===== config.mk =====
export PLATFORM = sky130hd
export DESIGN_NAME = hazard_stall_ctrl_flat
export DESIGN_NICKNAME = d
export VERILOG_FILES = /design/src/rtl/hazard_stall_ctrl_if.sv /design/src/rtl/hazard_stall_ctrl.sv /design/src/flat_wrapper.sv
export SDC_FILE = /design/constraint.sdc
export NUM_CORES = 1
export LEC_CHECK = 0
export ABC_AREA = 1
export CAP_MARGIN = 0
export CORE_MARGIN = 5
export CORE_UTILIZATION = 49
export CTS_BUF_LIST = sky130_fd_sc_hd__clkbuf_16
export CTS_CLUSTER_DIAMETER = 120
export DETAILED_ROUTE_END_ITERATION = 8
export GPL_TIMING_DRIVEN = 1
export PLACE_DENSITY = 0.77
export SYNTH_ARGS = -nofsm -noshare
export SYNTH_HDL_FRONTEND = slang
export SYNTH_SLANG_ARGS = --single-unit

===== constraint.sdc =====
create_clock -name clk -period 1.8 [get_ports clk]
set_input_delay 0.27 -clock clk [delete_from_list [all_inputs] [get_ports clk]]
set_output_delay 0.27 -clock clk [all_outputs]
set_load 0.02 [all_outputs]

===== src/rtl/hazard_stall_ctrl_if.sv =====
// hazard_stall_ctrl_if: D-stage timing codes in, stall/forward/busy controls out.
interface hazard_stall_ctrl_if;
  logic [4:0] rs_D, rt_D, wa_D;
  logic need_rs_D, need_rt_D, hilo_use_D;
  logic [2:0] Tuse_rs_D, Tuse_rt_D, Tnew_D;
  logic [1:0] md_op_D;
  logic stall, md_busy;
  logic [1:0] fwd_rs_D, fwd_rt_D, fwd_rs_E, fwd_rt_E;
  modport master(
    output rs_D, rt_D, wa_D, need_rs_D, need_rt_D, hilo_use_D, Tuse_rs_D, Tuse_rt_D, Tnew_D, md_op_D,
    input stall, md_busy, fwd_rs_D, fwd_rt_D, fwd_rs_E, fwd_rt_E
  );
  modport slave(
    input rs_D, rt_D, wa_D, need_rs_D, need_rt_D, hilo_use_D, Tuse_rs_D, Tuse_rt_D, Tnew_D, md_op_D,
    output stall, md_busy, fwd_rs_D, fwd_rt_D, fwd_rs_E, fwd_rt_E
  );
endinterface


===== src/rtl/hazard_stall_ctrl.sv =====
// hazard_stall_ctrl: Tuse/Tnew stall, bubble and forwarding control with HI/LO busy tracking.
module hazard_stall_ctrl #(
  parameter int MULT_CYCLES = 5,
  parameter int DIV_CYCLES = 10
) (
  input logic clk,
  input logic reset,
  hazard_stall_ctrl_if.slave bus
);
  localparam int CW = $clog2((MULT_CYCLES > DIV_CYCLES ? MULT_CYCLES : DIV_CYCLES) + 1);
  logic [4:0] e_wa, e_rs, e_rt, m_wa, w_wa;
  logic [2:0] e_tnew, m_tnew;
  logic [CW-1:0] busy_cnt;
  logic stall_rs, stall_rt, load;
  function automatic logic late(input logic need, input logic [4:0] r, input logic [2:0] tuse,
                                input logic [4:0] wa, input logic [2:0] tnew);
    return need && r != 5'd0 && r == wa && tnew > tuse;
  endfunction
  function automatic logic hit(input logic [4:0] r, input logic [4:0] wa, input logic [2:0] tnew);
    return r != 5'd0 && r == wa && tnew == 3'd0;
  endfunction
  assign stall_rs = late(bus.need_rs_D, bus.rs_D, bus.Tuse_rs_D, e_wa, e_tnew) ||
                    late(bus.need_rs_D, bus.rs_D, bus.Tuse_rs_D, m_wa, m_tnew);
  assign stall_rt = late(bus.need_rt_D, bus.rt_D, bus.Tuse_rt_D, e_wa, e_tnew) ||
                    late(bus.need_rt_D, bus.rt_D, bus.Tuse_rt_D, m_wa, m_tnew);
  assign bus.md_busy = busy_cnt != '0;
  assign bus.stall = stall_rs || stall_rt || (bus.hilo_use_D && bus.md_busy);
  assign load = !bus.stall && (bus.md_op_D == 2'b01 || bus.md_op_D == 2'b10);
  // W results are always ready, so the W slot needs no Tnew of its own
  assign bus.fwd_rs_D = stall_rs ? 2'd0 : hit(bus.rs_D, e_wa, e_tnew) ? 2'd1 :
                        hit(bus.rs_D, m_wa, m_tnew) ? 2'd2 : hit(bus.rs_D, w_wa, 3'd0) ? 2'd3 : 2'd0;
  assign bus.fwd_rt_D = stall_rt ? 2'd0 : hit(bus.rt_D, e_wa, e_tnew) ? 2'd1 :
                        hit(bus.rt_D, m_wa, m_tnew) ? 2'd2 : hit(bus.rt_D, w_wa, 3'd0) ? 2'd3 : 2'd0;
  assign bus.fwd_rs_E = hit(e_rs, m_wa, m_tnew) ? 2'd2 : hit(e_rs, w_wa, 3'd0) ? 2'd3 : 2'd0;
  assign bus.fwd_rt_E = hit(e_rt, m_wa, m_tnew) ? 2'd2 : hit(e_rt, w_wa, 3'd0) ? 2'd3 : 2'd0;
  always_ff @(posedge clk or posedge reset)
    if (reset) begin
      {e_wa, e_tnew, e_rs, e_rt} <= '0;
      {m_wa, m_tnew, w_wa} <= '0;
      busy_cnt <= '0;
    end else begin
      {e_wa, e_tnew, e_rs, e_rt} <= bus.stall ? '0 : {bus.wa_D, bus.Tnew_D, bus.rs_D, bus.rt_D};
      m_wa <= e_wa;
      m_tnew <= e_tnew == 3'd0 ? 3'd0 : e_tnew - 3'd1;
      w_wa <= m_wa;
      busy_cnt <= load ? (bus.md_op_D == 2'b01 ? CW'(MULT_CYCLES) : CW'(DIV_CYCLES)) :
                  busy_cnt != '0 ? busy_cnt - 1'b1 : busy_cnt;
    end
endmodule


===== src/flat_wrapper.sv =====
// flat-port wrapper written by rule: the top's interface ports become plain ports
module hazard_stall_ctrl_flat 
#(
  parameter int MULT_CYCLES = 5,
  parameter int DIV_CYCLES = 10
)
  (clk, reset, bus_rs_D, bus_rt_D, bus_wa_D, bus_need_rs_D, bus_need_rt_D, bus_hilo_use_D, bus_Tuse_rs_D, bus_Tuse_rt_D, bus_Tnew_D, bus_md_op_D, bus_stall, bus_md_busy, bus_fwd_rs_D, bus_fwd_rt_D, bus_fwd_rs_E, bus_fwd_rt_E);
  hazard_stall_ctrl_if bus_i ();
  input logic clk;
  input logic reset;
  input wire logic [$bits(bus_i.rs_D)-1:0] bus_rs_D;
  input wire logic [$bits(bus_i.rt_D)-1:0] bus_rt_D;
  input wire logic [$bits(bus_i.wa_D)-1:0] bus_wa_D;
  input wire logic [$bits(bus_i.need_rs_D)-1:0] bus_need_rs_D;
  input wire logic [$bits(bus_i.need_rt_D)-1:0] bus_need_rt_D;
  input wire logic [$bits(bus_i.hilo_use_D)-1:0] bus_hilo_use_D;
  input wire logic [$bits(bus_i.Tuse_rs_D)-1:0] bus_Tuse_rs_D;
  input wire logic [$bits(bus_i.Tuse_rt_D)-1:0] bus_Tuse_rt_D;
  input wire logic [$bits(bus_i.Tnew_D)-1:0] bus_Tnew_D;
  input wire logic [$bits(bus_i.md_op_D)-1:0] bus_md_op_D;
  output wire logic [$bits(bus_i.stall)-1:0] bus_stall;
  output wire logic [$bits(bus_i.md_busy)-1:0] bus_md_busy;
  output wire logic [$bits(bus_i.fwd_rs_D)-1:0] bus_fwd_rs_D;
  output wire logic [$bits(bus_i.fwd_rt_D)-1:0] bus_fwd_rt_D;
  output wire logic [$bits(bus_i.fwd_rs_E)-1:0] bus_fwd_rs_E;
  output wire logic [$bits(bus_i.fwd_rt_E)-1:0] bus_fwd_rt_E;
  assign bus_i.rs_D = bus_rs_D;
  assign bus_i.rt_D = bus_rt_D;
  assign bus_i.wa_D = bus_wa_D;
  assign bus_i.need_rs_D = bus_need_rs_D;
  assign bus_i.need_rt_D = bus_need_rt_D;
  assign bus_i.hilo_use_D = bus_hilo_use_D;
  assign bus_i.Tuse_rs_D = bus_Tuse_rs_D;
  assign bus_i.Tuse_rt_D = bus_Tuse_rt_D;
  assign bus_i.Tnew_D = bus_Tnew_D;
  assign bus_i.md_op_D = bus_md_op_D;
  assign bus_stall = bus_i.stall;
  assign bus_md_busy = bus_i.md_busy;
  assign bus_fwd_rs_D = bus_i.fwd_rs_D;
  assign bus_fwd_rt_D = bus_i.fwd_rt_D;
  assign bus_fwd_rs_E = bus_i.fwd_rs_E;
  assign bus_fwd_rt_E = bus_i.fwd_rt_E;
  hazard_stall_ctrl #(.MULT_CYCLES(MULT_CYCLES), .DIV_CYCLES(DIV_CYCLES)) u_core (.clk(clk), .reset(reset), .bus(bus_i));
endmodule

### Yosys cells after proc, flatten, opt, wreduce, memory -nomap -nowiden

Cells that the tools add are included.

| cells by class | value |
|---|---|
| add/subtract/negate cells | 2 |
| $lt $le $gt $ge | 4 |
| eq/ne operators | 12 |
| multiplexer cells | 17 |
| reduce and logical (&&, ||, !) cells | 42 |

Operator list:

| operator | number |
|---|---|
| equality test 5 bit | 10 |
| logical AND 1 bit | 28 |
| two-way mux 2 bit | 12 |
| nonzero test 5 bit | 4 |
| two-way mux 18 bit | 1 |
| greater-than comparator 3 bit | 4 |
| two-way mux 4 bit | 3 |
| logical NOT 3 bit | 2 |
| logical OR 1 bit | 5 |
| nonzero test 4 bit | 1 |
| subtractor 4 x 1 -> 4 bit (second input constant) | 1 |
| two-way mux 3 bit | 1 |
| subtractor 3 x 1 -> 3 bit (second input constant) | 1 |
| equality test 2 x 1 -> 1 bit (second input constant) | 1 |
| equality test 2 bit (second input constant) | 1 |
| nonzero test 2 bit | 1 |
| logical NOT 1 bit | 1 |

| storage, ports and cells | value |
|---|---|
| flip-flop bits (word level) | 35 |
| input bits | 31 |
| output and inout bits | 10 |
| word-level logic and storage cells | 85 |

### Longest topological paths before layout

Gate-level depths: netlist of the first run.

| depth | value |
|---|---|
| depth in word-level cells | 10 |
| mapped depth | 14 |
| gate-level depth less buffers | 14 |

### Worst setup path before layout of the first run

Ideal clock, no wire load.

| timing | value |
|---|---|
| path type | reg-to-output |
| start point | register u_core.busy_cnt[0] |
| end point | output port bus_stall |
| arrival time | 1.578 ns |
| required time | 1.530 ns |
| setup slack | -0.048 ns |
| stages on the path, launching flop included | 9 |
| buffers on the path | 1 |
| cells stage by stage | dfrtp_1 inv_1 ha_1 nand2_1 inv_1 nor2_1 nor2_8 nand2_4 buf_12 |

| on the way | value |
|---|---|
| longest elaborated chain between the ends | 3 |

Ends and longest elaborated chain:

| element | line | source |
|---|---|---|
| start, declared | hazard_stall_ctrl.sv:13 | `logic [CW-1:0] busy_cnt;` |
| start signal, assigned | hazard_stall_ctrl.sv:46 | `busy_cnt <= load ? (bus.md_op_D == 2'b01 ? CW'(MULT_CYCLES) : CW'(DIV_CYCLES)) :` |
| nonzero test 4 bit | hazard_stall_ctrl.sv:26 | `assign bus.md_busy = busy_cnt != '0;` |
| net bus_md_busy | flat_wrapper.sv:22 | `output wire logic [$bits(bus_i.md_busy)-1:0] bus_md_busy;` |
| logical AND 1 bit | hazard_stall_ctrl.sv:27 | `assign bus.stall = stall_rs \|\| stall_rt \|\| (bus.hilo_use_D && bus.md_busy);` |
| logical OR 1 bit | hazard_stall_ctrl.sv:27 |  |
| end, declared | flat_wrapper.sv:21 | `output wire logic [$bits(bus_i.stall)-1:0] bus_stall;` |

The timed path passes the listed nets, and every way through them passes these cells.

### Worst setup path in the final report of the first run

| timing | value |
|---|---|
| start point | register u_core.e_tnew[2] |
| end point | output port bus_stall |

| on the way | value |
|---|---|
| longest elaborated chain between the ends | 5 |
| elaborated cells on any way between the ends | 8 |
| those cells by class | 2 x order compare; 6 x reduce/logical |

Ends and longest elaborated chain:

| element | line | source |
|---|---|---|
| start, declared | hazard_stall_ctrl.sv:12 | `logic [2:0] e_tnew, m_tnew;` |
| start signal, assigned | hazard_stall_ctrl.sv:42 | `{e_wa, e_tnew, e_rs, e_rt} <= bus.stall ? '0 : {bus.wa_D, bus.Tnew_D, bus.rs_D, bus.rt_D};` |
| greater-than comparator 3 bit | hazard_stall_ctrl.sv:17 | `return need && r != 5'd0 && r == wa && tnew > tuse;` |
| logical AND 1 bit | hazard_stall_ctrl.sv:17 |  |
| logical OR 1 bit, on equally long branches | hazard_stall_ctrl.sv:22, hazard_stall_ctrl.sv:24 |  |
| logical OR 1 bit * (2 in a row) | hazard_stall_ctrl.sv:27 |  |

Every way passes the cells marked *; elsewhere a longest branch is shown, timed or not.

==> results of run 1 <==
## stage by stage
step / power (mW) / hold slack [ps] / area [µm²]
6_report: 3.25 / 376 / 3650
5_1_grt: 3.45 / 444 / 3650
4_1_cts: 3.14 / 396 / 3540
3_5_place_dp: 2.28 / 427 / 3250
3_3_place_gp: 2.22 / 419 / 3250
2_1_floorplan: 1.81 / 353 / 2540
## placed cells by master (no fill, tap or decap), drive strengths merged, types with 5 or more instances in the layout
master / synthesis / routed
buf: 4 / 51
nor2: 46 / 46
nor3: 6 / 6
clkdlybuf4s50: 0 / 15
ha: 17 / 17
inv: 50 / 52
nand2: 55 / 55
dfrtp: 35 / 35
nand3: 21 / 21
dlygate4sd2: 0 / 15
xnor2: 37 / 37
xor2: 8 / 8
nand4: 8 / 8
a21oi: 8 / 8
clkbuf: 5 / 5
## layer usage
| metal | share of wire (%) | global-route usage, % |
|---|---|---|
| met3 | 4.4 | 3.73 |
| met5 | 0 | 0 |
| met4 | 3.5 | 9.47 |
| met1 | 39 | 22.0 |
| met2 | 53 | 37.0 |
## state kept, by name, indices dropped and copies added (netlist names)
register and cells:
u_core.e_rt 5, u_core.m_wa 5, u_core.e_wa 5, u_core.e_tnew 3
u_core.m_tnew 3, u_core.busy_cnt 4, u_core.e_rs 5, u_core.w_wa 5
## area by class of cell
| cell class | instances | share of cell area (%) |
|---|---|---|
| multi-input combinational | 214 | 44.4 |
| clock buffer | 5 | 3.43 |
| tap | 70 | 2.40 |
| clock inverter | 3 | 0.343 |
| inverter | 50 | 5.21 |
| sequential | 35 | 24.2 |
| timing repair buffer | 83 | 20.0 |
## power groups by stage
| stage | Clock, mW | Combinational [mW] | Sequential [mW] |
|---|---|---|---|
| global placement | 0 | 1.17 | 1.05 |
| floorplan | 0 | 0.784 | 1.03 |
| CTS | 0.801 | 1.28 | 1.06 |
| global route | 0.852 | 1.52 | 1.08 |
| finish | 0.798 | 1.39 | 1.06 |
| detailed placement | 0 | 1.22 | 1.05 |
## how the worst max path moves through the flow
stage	startpoint	to	slack, ps	cells past startpoint
3_5_place_dp	bus_Tuse_rt_D[2]	bus_fwd_rt_D[1]	-910	13
6_report	u_core.e_tnew[2]	bus_stall	-300	10
4_1_cts	u_core.m_tnew[2]	bus_stall	-260	10
5_1_grt	u_core.e_tnew[2]	bus_stall	-360	10
2_1_floorplan	u_core.e_tnew[2]	bus_stall	40	10
3_3_place_gp	bus_Tuse_rt_D[2]	bus_fwd_rt_D[1]	-860	13
## cells by family after synthesis
family | Yosys count | share of synthesized area, %
buf+inv | 59 | 9.94
flops | 35 | 34.6
simple gates | 140 | 29.0
compound gates | 12 | 2.52
fa+ha+maj | 17 | 8.40
xor+xnor | 45 | 15.6
## timing repair
action,CTS,global route
setup endpoints to repair,32,31
pin swaps,17,19
gates cloned,0,0
buffers inserted,4,3
gates resized for setup,79,39
## critical path, stage by stage (launching register included)
cell and delay (ps):
sky130_fd_sc_hd__dfrtp_2 450, sky130_fd_sc_hd__ha_4 300, sky130_fd_sc_hd__nand3b_1 80, sky130_fd_sc_hd__nand2_1 70, sky130_fd_sc_hd__nand2_1 60, sky130_fd_sc_hd__nor2_2 120, sky130_fd_sc_hd__nand2_2 90, sky130_fd_sc_hd__nand2_4 120
sky130_fd_sc_hd__nor2_8 50, sky130_fd_sc_hd__nand2_4 90, sky130_fd_sc_hd__buf_6 120
==> reports/summary.md, run 1 <==
In the final layout, the multi-input gates occupy 1620 µm². The depth of the most critical reg-to-reg path is 14. For this configuration, the core starts out at a cell density of 49.9%. The tools report the detailed-route via count as 2293.

By area the synthesized netlist is led by sky130_fd_sc_hd__dfrtp_1 35%, sky130_fd_sc_hd__xnor2_1 13%, sky130_fd_sc_hd__ha_1 8.4%, sky130_fd_sc_hd__nand2_1 7.4%, sky130_fd_sc_hd__inv_1 6.8%. The final reports fail on setup timing. Among all cell types in the netlist, the one instantiated most often is sky130_fd_sc_hd__nand2_1. The hold violation total from the final report came out at 0. TritonCTS built the clock tree. The sequential cell fraction of total power was 32.7%; the number of inserted diodes was 0.

The tools report the net load switching power as 1.14 mW. The clock reaches the later pin of the worst-skew pair after 280 ps. Static timing analysis puts the maximum clock frequency at 475 MHz. The tools report the number of global-route vias before repair as 2282. For the total die area, the log shows 6700 µm². For this design the static power due to leakage is 1.78 nW.

For the count of yosys warnings during synthesis, the log shows 0. The net count of the finished layout is 437. The run gives 42.7% as the proportion of power drawn by combinational gates.

The worst setup path is captured at an output port. Setup violations remaining at the end of the flow were counted as 23. After layout, the minimum clock period comes to 2100 ps.

The tools report the placement row count as 26. The startpoint identified for the worst register-to-register timing path is u_core.e_tnew[2]. Once placement completed, the tool counted placed cells totaling 447. The run gives 4790 µm as the final HPWL from detailed placement. The synthesis-to-finish area growth works out to 44.1%. The flow ran to the end, but the final reports show violations. For the share of power burned in the clock network, the log shows 24.5%. The library cell with the largest summed area after synthesis is sky130_fd_sc_hd__dfrtp_1. The switching part of the total is 34.9%.

The critical path data required time was 1530 ps; the power per cell area was 891 nW/µm². Setup repair after global routing could not meet its margin everywhere. The endpoint of the lowest-slack register-to-register path was u_core.busy_cnt[2].

The maximum resistive drop on vdd came out at 722 µV. For this run, the leading register cell type out of synthesis is sky130_fd_sc_hd__dfrtp_1. The average cell area after synthesis was 8.22 µm². The number of standard cells after synthesis is 308, and the number of search-and-repair iterations in the first detailed-routing pass is 4. The final count of pins violating max slew is 0, and the mean number of vias per cell is 4.98. The congestion estimate from routability-driven global placement came to 0.900.

The worst setup path is of the flop to output port kind. The core region is 5070 µm². The initial antenna violation count is 0. The synthesized cell area was 2530 µm²; the synthesis-stage register bit count was 35. The tools report the summed negative setup slack over all endpoints as -2120 ps. The worst slew slack as a fraction of its limit is 71.6%. For this run, design rule violations remaining after detail routing come to 0. The sequential cell area came out at 882 µm². Of all nets on the critical path, the largest fanout is 3. For this run the aggregate overflow at the end of global routing stands at 0. After the flow finishes, the layout carries non-filler instances totaling 460.

The initial detailed-routing violation count is 115, and the number of nets in the synthesized netlist is 356. For the distinct cell type count of the synthesized netlist, the log shows 28. In the synthesized netlist the async set-or-reset flop fraction comes to 100%. Clock-pin slew was measured on the worst setup and hold paths at 50 ps. During I/O placement, the number of pins put on the boundary was 41.

The count of input and output buffers was 40; the setup slack of the critical path after layout was -304 ps. In this run, synthesis inferred 0 flip-flops with an integrated enable. The die extent in y is 81.9 µm.

The worst setup path is launched from a flop. The final critical path takes up 117% of the cycle. The number of routed nets with antenna violations was 0.

The H-tree generated during clock tree synthesis spans 2 levels. The first-pass GRT wire length is 10100 µm, and the setup skew after layout is 6.63 ps. Cells fill 71.9% of the core in the end. Sorting the synthesized cells by how often they occur yields 50 x sky130_fd_sc_hd__nand2_1, 46 x sky130_fd_sc_hd__inv_1, 37 x sky130_fd_sc_hd__xnor2_1. Clock tree synthesis inserted a total of 5 buffers.

The worst endpoint data arrival time came out at 1830 ps. Of the post-synthesis cell area, the dominant cell type holds 34.6%. At the placement stage, the worst setup path has a slack of -915 ps. The tightest min-delay check is of the input pin to async pin type. The tree built by TritonCTS fans out to 35 sinks. Measured along the x axis, the die boundary spans 81.9 µm. Setup slack on the worst reg-to-reg path comes out at -70 ps. The number of buffers inserted by hold repair at cts is 0. The routed wire length per instance works out to 14.3 µm.

The number of buffers on the longest clock path was 2. Fill cells in the final layout number 373. Of the cells placed in the final design, the portion with a size suffix greater than 1 is 33.6%. The logs give 6560 µm for the aggregate routed wire length and 2.11 mW for the total internal power. The overall routing resource usage was 20.1%; the sequential element share of the synthesized area was 34.6%.

Max-cap violations in this run came to 0. The root buffer cell chosen for the clock tree is sky130_fd_sc_hd__clkbuf_16. Entering global routing, the biggest net connects 36 pins. At the pin with the least slew margin, the transition time is 426 ps.
Note: power is estimated with default switching activity, not from simulation.
==> inputs of run 2 (changes only) <==
--- a/config.mk
+++ b/config.mk
@@ -12,7 +12,7 @@
 export CTS_BUF_LIST = sky130_fd_sc_hd__clkbuf_16
 export CTS_CLUSTER_DIAMETER = 120
 export DETAILED_ROUTE_END_ITERATION = 8
-export GPL_TIMING_DRIVEN = 1
+export GPL_TIMING_DRIVEN = 0
 export PLACE_DENSITY = 0.77
 export SYNTH_ARGS = -nofsm -noshare
 export SYNTH_HDL_FRONTEND = slang
==> run 2 against run 1 <==
  * The flow still finishes with violations (setup timing)
  * Cell area shrank 1.3%
  * Flip-flop and latch count stayed put
  * Routed wire length fell by 1.5%
  * Non-clock buffer count down 20
  * Critical path depth is 1 higher
  * Critical path type unchanged
  * Critical endpoint is now bus_fwd_rt_D[1]
==> reports/summary.md, run 2 (same netlist as run 1, synthesis figures left out) <==
The final HPWL from detailed placement is 4330 µm (-9.6%). The final reports fail on setup timing. The count of input and output buffers is 37 (-7.5%).

The post-route total power came out at 3.24 mW (-0.35%). The tightest min-delay check is of the input pin to flop type. The highest-delay cell along the critical path was sky130_fd_sc_hd__dfrtp_2. The count of boundary I/O pins is 41 (unchanged). The minimum setup slack after placement was -1100 ps (-181 ps). The run gives 20.4% (+0.27 points) as the overall routing resource usage. The pin slew with the least headroom to its limit was 701 ps (+276 ps). The tools report the maximum clock frequency as 459 MHz (-3.4%).

Maximum resistive drop on vdd: 650 µV (-10%). The first-pass GRT wire length is 10100 µm (+0.95%). The maximum net fanout on the critical path was 3 (unchanged); the die extent in y was 81.9 µm (unchanged). The routed wire length per instance was 14.7 µm (+3.0%). The total die area is 6700 µm² (unchanged), and the number of inserted diodes is 0 (unchanged). The post-CTS clock slew at the launch and capture registers of the worst setup and hold paths was 50 ps (about the same); the worst-case register-to-register setup slack was -140 ps (-70 ps). Overall die width: 81.9 µm (unchanged).

The largest net degree at the start of global routing was 36 (unchanged). The most used cell along the critical path was sky130_fd_sc_hd__nand2_2. The worst setup path is captured at an output port. For the final non-filler cell total, the log shows 440 (-4.3%).

The remaining routing DRC violations is 0 (unchanged). The library cell used most frequently in the layout, excluding fill and tap cells, is sky130_fd_sc_hd__nand2_1. The setup skew after layout came out at 4.41 ps (-2.23 ps). The run finished, with violations left. Walking the worst path, the cells encountered are ha_4 -> a21oi_2 -> nand2_1 -> nand2_2 -> nor2_2 -> nand2_1 -> nand2_2 -> inv_4 -> nand2_2 -> a21oi_2 -> buf_4. The number of routed nets with antenna violations came out at 0 (unchanged).

Setup repair after global routing could not meet its margin everywhere. The mean number of vias per cell came out at 4.93 (-1.0%). For the clock latency on the worst-skew pair, the log shows 280 ps (about the same). Ratio of cells with drive above 1 in the final layout: 31.9% (-1.7 points).

The tree is rooted in a sky130_fd_sc_hd__clkbuf_16. The run gives 2 (unchanged) as the number of buffers on the longest clock path. The logs give 415 (-7.2%) for the cell count after placement and 3000 µm² (-7.7%) for the total placed instance area. The logs give 49.9% (unchanged) for the initial standard-cell utilization of the core and -377 ps (-72.9 ps) for the setup slack of the critical path after layout. The logs give 2171 (-5.3%) for the detailed-route via count and 417 (-4.6%) for the final net count. TritonCTS built the clock tree.

The critical path data required time was 1530 ps (about the same); the stage delay of the slowest cell on the critical path was 460 ps (about the same). The clock net sink count is 35 (unchanged), and the power per cell area is 900 nW/µm² (+1.0%). The number of buffers inserted by hold repair at cts was 0 (unchanged).

Post-layout minimum cycle time: 2180 ps (+72.9 ps). The final count of pins violating max slew was 0 (unchanged). The tools report the number of search-and-repair iterations in the first detailed-routing pass as 4 (unchanged). The summed negative setup slack over all endpoints is -3240 ps (-1120 ps). Period utilization: 121% (+4.1 points). The synthesis-to-finish area growth came out at 42.2%.

The total congestion overflow after global routing is 0 (unchanged), and the placer's final routability congestion estimate is 0.869 (-3.5%). The depth of the most critical reg-to-reg path is 15 (+1). For the number of buffers inserted during clock tree synthesis, the log shows 5 (unchanged). The initial detailed-routing violation count is 120 (+4.3%), and the number of H-tree branching levels is 2 (unchanged). The final-layout worst hold slack came out at 242 ps (-135 ps). The placeable core region was 5070 µm² (unchanged); the final setup violation count was 22 (-4.3%). Worst slew slack as a fraction of its limit: 53.2% (-18 points). The final cell area excluding filler cells is 3600 µm² (-1.3%), and the worst hold path cell count is 3. The placement row count was 26 (unchanged); the aggregate routed wire length was 6470 µm (-1.5%). Critical path launch point type: a flop. The post-route core utilization is 70.9% (-0.96 points), and the hold violation total from the final report is 0 (unchanged). Max-capacitance violation count: 0 (unchanged). The leakage power summed over all cells was 1.72 nW (-3.5%).

The library cells used most frequently in the layout, excluding fill and tap cells, are 45 x sky130_fd_sc_hd__nand2_1, 38 x sky130_fd_sc_hd__inv_1, 34 x sky130_fd_sc_hd__xnor2_1, 29 x sky130_fd_sc_hd__dfrtp_1, 28 x sky130_fd_sc_hd__nor2_1. The number of global-route vias before repair came out at 2277 (-0.22%). The worst setup path is of the flop to output port kind.

The worst endpoint data arrival time is 1910 ps (+80 ps), and the initial antenna violation count is 0 (unchanged).
-- run 2: cell count changes in the layout (fill, tap and decap cells not counted), moves of 2 or more --
| cell | delta |
|---|---|
| sky130_fd_sc_hd__buf_2 | +2 |
| sky130_fd_sc_hd__buf_4 | -30 |
| sky130_fd_sc_hd__buf_6 | +6 |
| sky130_fd_sc_hd__clkbuf_8 | +2 |
| sky130_fd_sc_hd__dlygate4sd2_1 | -6 |
| sky130_fd_sc_hd__dlymetal6s2s_1 | +2 |
| sky130_fd_sc_hd__inv_1 | -4 |
| sky130_fd_sc_hd__inv_2 | +3 |
| sky130_fd_sc_hd__nor2_1 | +2 |
| sky130_fd_sc_hd__nor2_2 | -2 |
-- run 2: path summary, 6_finish.rpt --
path	start	endpoint
setup / recovery	u_core.m_tnew[2]	bus_fwd_rt_D[1]
hold / removal	bus_rs_D[2]	u_core.e_rs[2]
setup reg to reg	u_core.e_tnew[1]	u_core.busy_cnt[2]
hold reg to reg	u_core.m_wa[4]	u_core.w_wa[4]
max in group asynchronous	reset	u_core.w_wa[3]
min in group asynchronous	reset	u_core.busy_cnt[2]
-- run 2: critical path: cells and delay by family, from the launching register on --
| kind | cells | cell delay (ps) |
|---|---|---|
| AO/OA/AOI/OAI | 2 | 240 |
| AND/OR/NAND/NOR | 6 | 400 |
| flip-flops | 1 | 460 |
| buffers and inverters | 2 | 260 |
| adder cells (fa/ha/maj) | 1 | 250 |
-- run 2: report_power, final --
part / internal, mW / switching, mW
Clock: 0.504 / 0.319
Sequential: 0.922 / 0.169
Combinational: 0.666 / 0.658
-- run 2: final cells by class --
type / count / area [µm²]
Buffer: 7 / 73.8
Clock buffer: 5 / 125
Clock inverter: 3 / 16.3
Fill cell: 376 / 1480
Inverter: 50 / 190
Multi-Input combinational cell: 214 / 1640
Sequential cell: 35 / 883
Tap cell: 70 / 87.6
Timing Repair Buffer: 56 / 581
-- run 2: per-layer routing --
metal	global-route usage (%)	wire (µm)
met1	22.8	2570
met2	38.2	3510
met3	4.39	289
met4	6.15	93
met5	0	0
-- run 2: repair_timing --
item | in CTS | in global routing
gates cloned | 0 | 1
gates resized for setup | 98 | 34
hold endpoints to repair | 0 | 0
pin swaps | 21 | 19
setup endpoints to repair | 25 | 31
setup buffers | 15 | 5
==> inputs of run 3 (changes only) <==
==> constraint.sdc (replaced) <==
create_clock -name clk -period 1.98 [get_ports clk]
set_input_delay 0.297 -clock clk [delete_from_list [all_inputs] [get_ports clk]]
set_output_delay 0.297 -clock clk [all_outputs]
set_load 0.02 [all_outputs]
==> run 3 against run 2 <==
  * The run still ends with setup timing left
  * Worst hold slack improved by 7.5 ps
  * Via count is 1.3% lower
  * Core utilization fell by 4.0 points
  * Combinational power decreased by 20%
  * Highest routed layer unchanged
==> reports/summary.md, run 3 (same netlist as run 1, synthesis figures left out) <==
The run finished, with violations left. The checks that failed: setup timing. For the setup slack of the critical path after layout, the log shows -203 ps (+174 ps). The tools report the final HPWL from detailed placement as 4280 µm (-1.2%). The tools report the number of inserted diodes as 0 (unchanged).

The number of buffers inserted during clock tree synthesis was 5 (unchanged). For the final net count, the log shows 407 (-2.4%). The remaining routing DRC violations came out at 0 (unchanged). Counting I/O delays and the setup requirement, the final critical path takes 2180 ps. The placer's final routability congestion estimate is 0.823 (-5.3%), and the total placed instance area is 2990 µm² (-0.21%).

The setup skew after layout was 2.13 ps (-2.28 ps). The logs give 635 µV (-2.4%) for the maximum resistive drop on vdd and 0 (unchanged) for the number of routed nets with antenna violations. The pin slew with the least headroom to its limit works out to 721 ps (+19.6 ps). The ratio of cells with drive above 1 in the final layout came out at 27.8% (-4.1 points).

The maximum net fanout on the critical path was 4 (+1). The path type of the worst setup path was flop to output port. STA classifies the critical path startpoint as a flop. The worst hold path cell count is 3 (unchanged). The tightest min-delay check is of the input pin to flop type. The count of input and output buffers is 37 (unchanged), and the routed wire length per instance is 14.3 µm (-2.8%). The die extent in y works out to 81.9 µm (unchanged).

Final-layout worst hold slack: 249 ps (+7.46 ps). The placeable core region came out at 5070 µm² (unchanged). The worst slew slack as a fraction of its limit is 51.9% (-1.3 points). The initial detailed-routing violation count was 191 (+59%).

The detailed-route via count is 2142 (-1.3%). For the number of global-route vias before repair, the log shows 2199 (-3.4%). The placement row count was 26 (unchanged); the critical path data required time was 1680 ps (+150 ps).

Depth of the most critical reg-to-reg path: 14 (-1). Largest net degree at the start of global routing: 36 (unchanged). The post-CTS clock slew at the launch and capture registers of the worst setup and hold paths was 50 ps (about the same). The clock latency on the worst-skew pair is 280 ps (about the same), and the final cell area excluding filler cells is 3390 µm² (-5.7%). Aggregate routed wire length: 6140 µm (-5.0%). The tools report the max-capacitance violation count as 0 (unchanged).

The element type at the critical path end was an output port. TritonCTS built the clock tree. Setup repair after global routing could not meet its margin everywhere. The first-pass GRT wire length is 10200 µm (+0.41%), and the minimum setup slack after placement is -1020 ps (+74.6 ps).

The tools report the number of buffers inserted by hold repair at cts as 0 (unchanged). For the clock net sink count, the log shows 35 (unchanged). The run gives 5 (+1) as the number of search-and-repair iterations in the first detailed-routing pass. The post-route core utilization is 66.9% (-4.0 points), and the total die area is 6700 µm² (unchanged). The initial standard-cell utilization of the core was 49.9% (unchanged). The final count of pins violating max slew came out at 0 (unchanged). Period utilization: 110%. The final setup violation count is 5 (-77%). The synthesis-to-finish area growth is 34.1%, and the power per cell area is 823 nW/µm² (-8.5%). The library cells used most frequently in the layout, excluding fill and tap cells, are 47 x sky130_fd_sc_hd__nand2_1, 40 x sky130_fd_sc_hd__inv_1, 34 x sky130_fd_sc_hd__xnor2_1, 30 x sky130_fd_sc_hd__nor2_1, 29 x sky130_fd_sc_hd__dfrtp_1.

The initial antenna violation count was 0 (unchanged); the worst endpoint data arrival time was 1890 ps (-20 ps). For the hold violation total from the final report, the log shows 0 (unchanged). The overall routing resource usage is 20.2% (-0.18 points), and the maximum clock frequency is 458 MHz. The number of buffers on the longest clock path came out at 2 (unchanged).

The count of boundary I/O pins was 41 (unchanged). Mean number of vias per cell: 4.98 (+0.96%). Number of H-tree branching levels: 2 (unchanged).

For the total congestion overflow after global routing, the log shows 0 (unchanged). Leaving out fill and tap cells, the most frequent cell in the layout is sky130_fd_sc_hd__nand2_1. The leakage power summed over all cells came out at 1.64 nW (-4.5%).

The tools report the clock root buffer master as sky130_fd_sc_hd__clkbuf_16. The overall die width works out to 81.9 µm (unchanged).
run 3: cell count changes in the layout (fill, tap and decap cells not counted), moves of 2 or more:
cell | before | now
sky130_fd_sc_hd__o21ai_2 | 3 | 1
sky130_fd_sc_hd__buf_2 | 2 | 6
sky130_fd_sc_hd__clkbuf_8 | 2 | 0
sky130_fd_sc_hd__buf_4 | 12 | 8
sky130_fd_sc_hd__nand2_1 | 45 | 47
sky130_fd_sc_hd__inv_2 | 12 | 10
sky130_fd_sc_hd__nor2_1 | 28 | 30
sky130_fd_sc_hd__o21ai_1 | 0 | 2
sky130_fd_sc_hd__buf_6 | 14 | 8
sky130_fd_sc_hd__nand2_2 | 8 | 6
sky130_fd_sc_hd__nor2_2 | 8 | 6
sky130_fd_sc_hd__inv_1 | 38 | 40
run 3: cell type report:
class                      count  area [µm²]
tap                           70        87.6
buffer                         6        36.3
fill                         416        1680
timing repair buffer          47         447
clock buffer                   5         125
inverter                      50         190
clock inverter                 3        16.3
multi-input combinational    214        1610
sequential                    35         883
run 3: layer usage:
metal,part of all wire (%),vias to the layer above,routed length (µm),global-route usage [%]
li1,-,1049,-,-
met1,40,1006,2450,23.4
met3,4.3,18,266,3.95
met2,53,69,3250,36.3
met4,2.7,0,165,7.97
met5,0,-,0,0
run 3: metrics by stage:
stage	TNS (ps)	power [mW]	instances
6_report	-837	2.79	430
5_1_grt	-1350	2.98	430
4_1_cts	-891	2.76	433
3_5_place_dp	-9100	1.93	415
3_3_place_gp	-7320	1.89	415
2_1_floorplan	0	1.64	308
run 3: path summary, 6_finish.rpt:
path | from | endpoint | slack [ps]
worst max-delay path | u_core.e_tnew[2] | bus_fwd_rs_D[0] | -200
worst min-delay path | bus_rs_D[2] | u_core.e_rs[2] | 250
worst max register to register | u_core.e_tnew[2] | u_core.busy_cnt[2] | 100
worst min register to register | u_core.m_wa[4] | u_core.w_wa[4] | 370
max in group asynchronous | reset | u_core.e_tnew[1] | 1010
min in group asynchronous | reset | u_core.busy_cnt[2] | 460
run 3: what timing repair did:
item                                   4_1_cts  5_1_grt
endpoints found under the hold margin        0        0
setup endpoints to repair                    9       22
pin swaps                                   12       15
resized for setup                           80       26
buffers inserted                            10        0
run 3: report_power, final:
| part | switching [mW] | total, mW | internal, mW |
|---|---|---|---|
| Sequential | 0.151 | 0.990 | 0.838 |
| Clock | 0.287 | 0.745 | 0.458 |
| Combinational | 0.557 | 1.06 | 0.501 |
| Total | 0.995 | 2.79 | 1.80 |
run 3: worst max-delay path, cell delays in order, from the launching register on:
cell and delay [ps]:
sky130_fd_sc_hd__dfrtp_2 470, sky130_fd_sc_hd__ha_4 270, sky130_fd_sc_hd__a21oi_2 120, sky130_fd_sc_hd__nand2_1 60
sky130_fd_sc_hd__nand2_1 70, sky130_fd_sc_hd__nor2_2 50, sky130_fd_sc_hd__nand2_2 110, sky130_fd_sc_hd__nand2_4 90
sky130_fd_sc_hd__buf_6 120, sky130_fd_sc_hd__a21oi_2 110, sky130_fd_sc_hd__buf_4 160
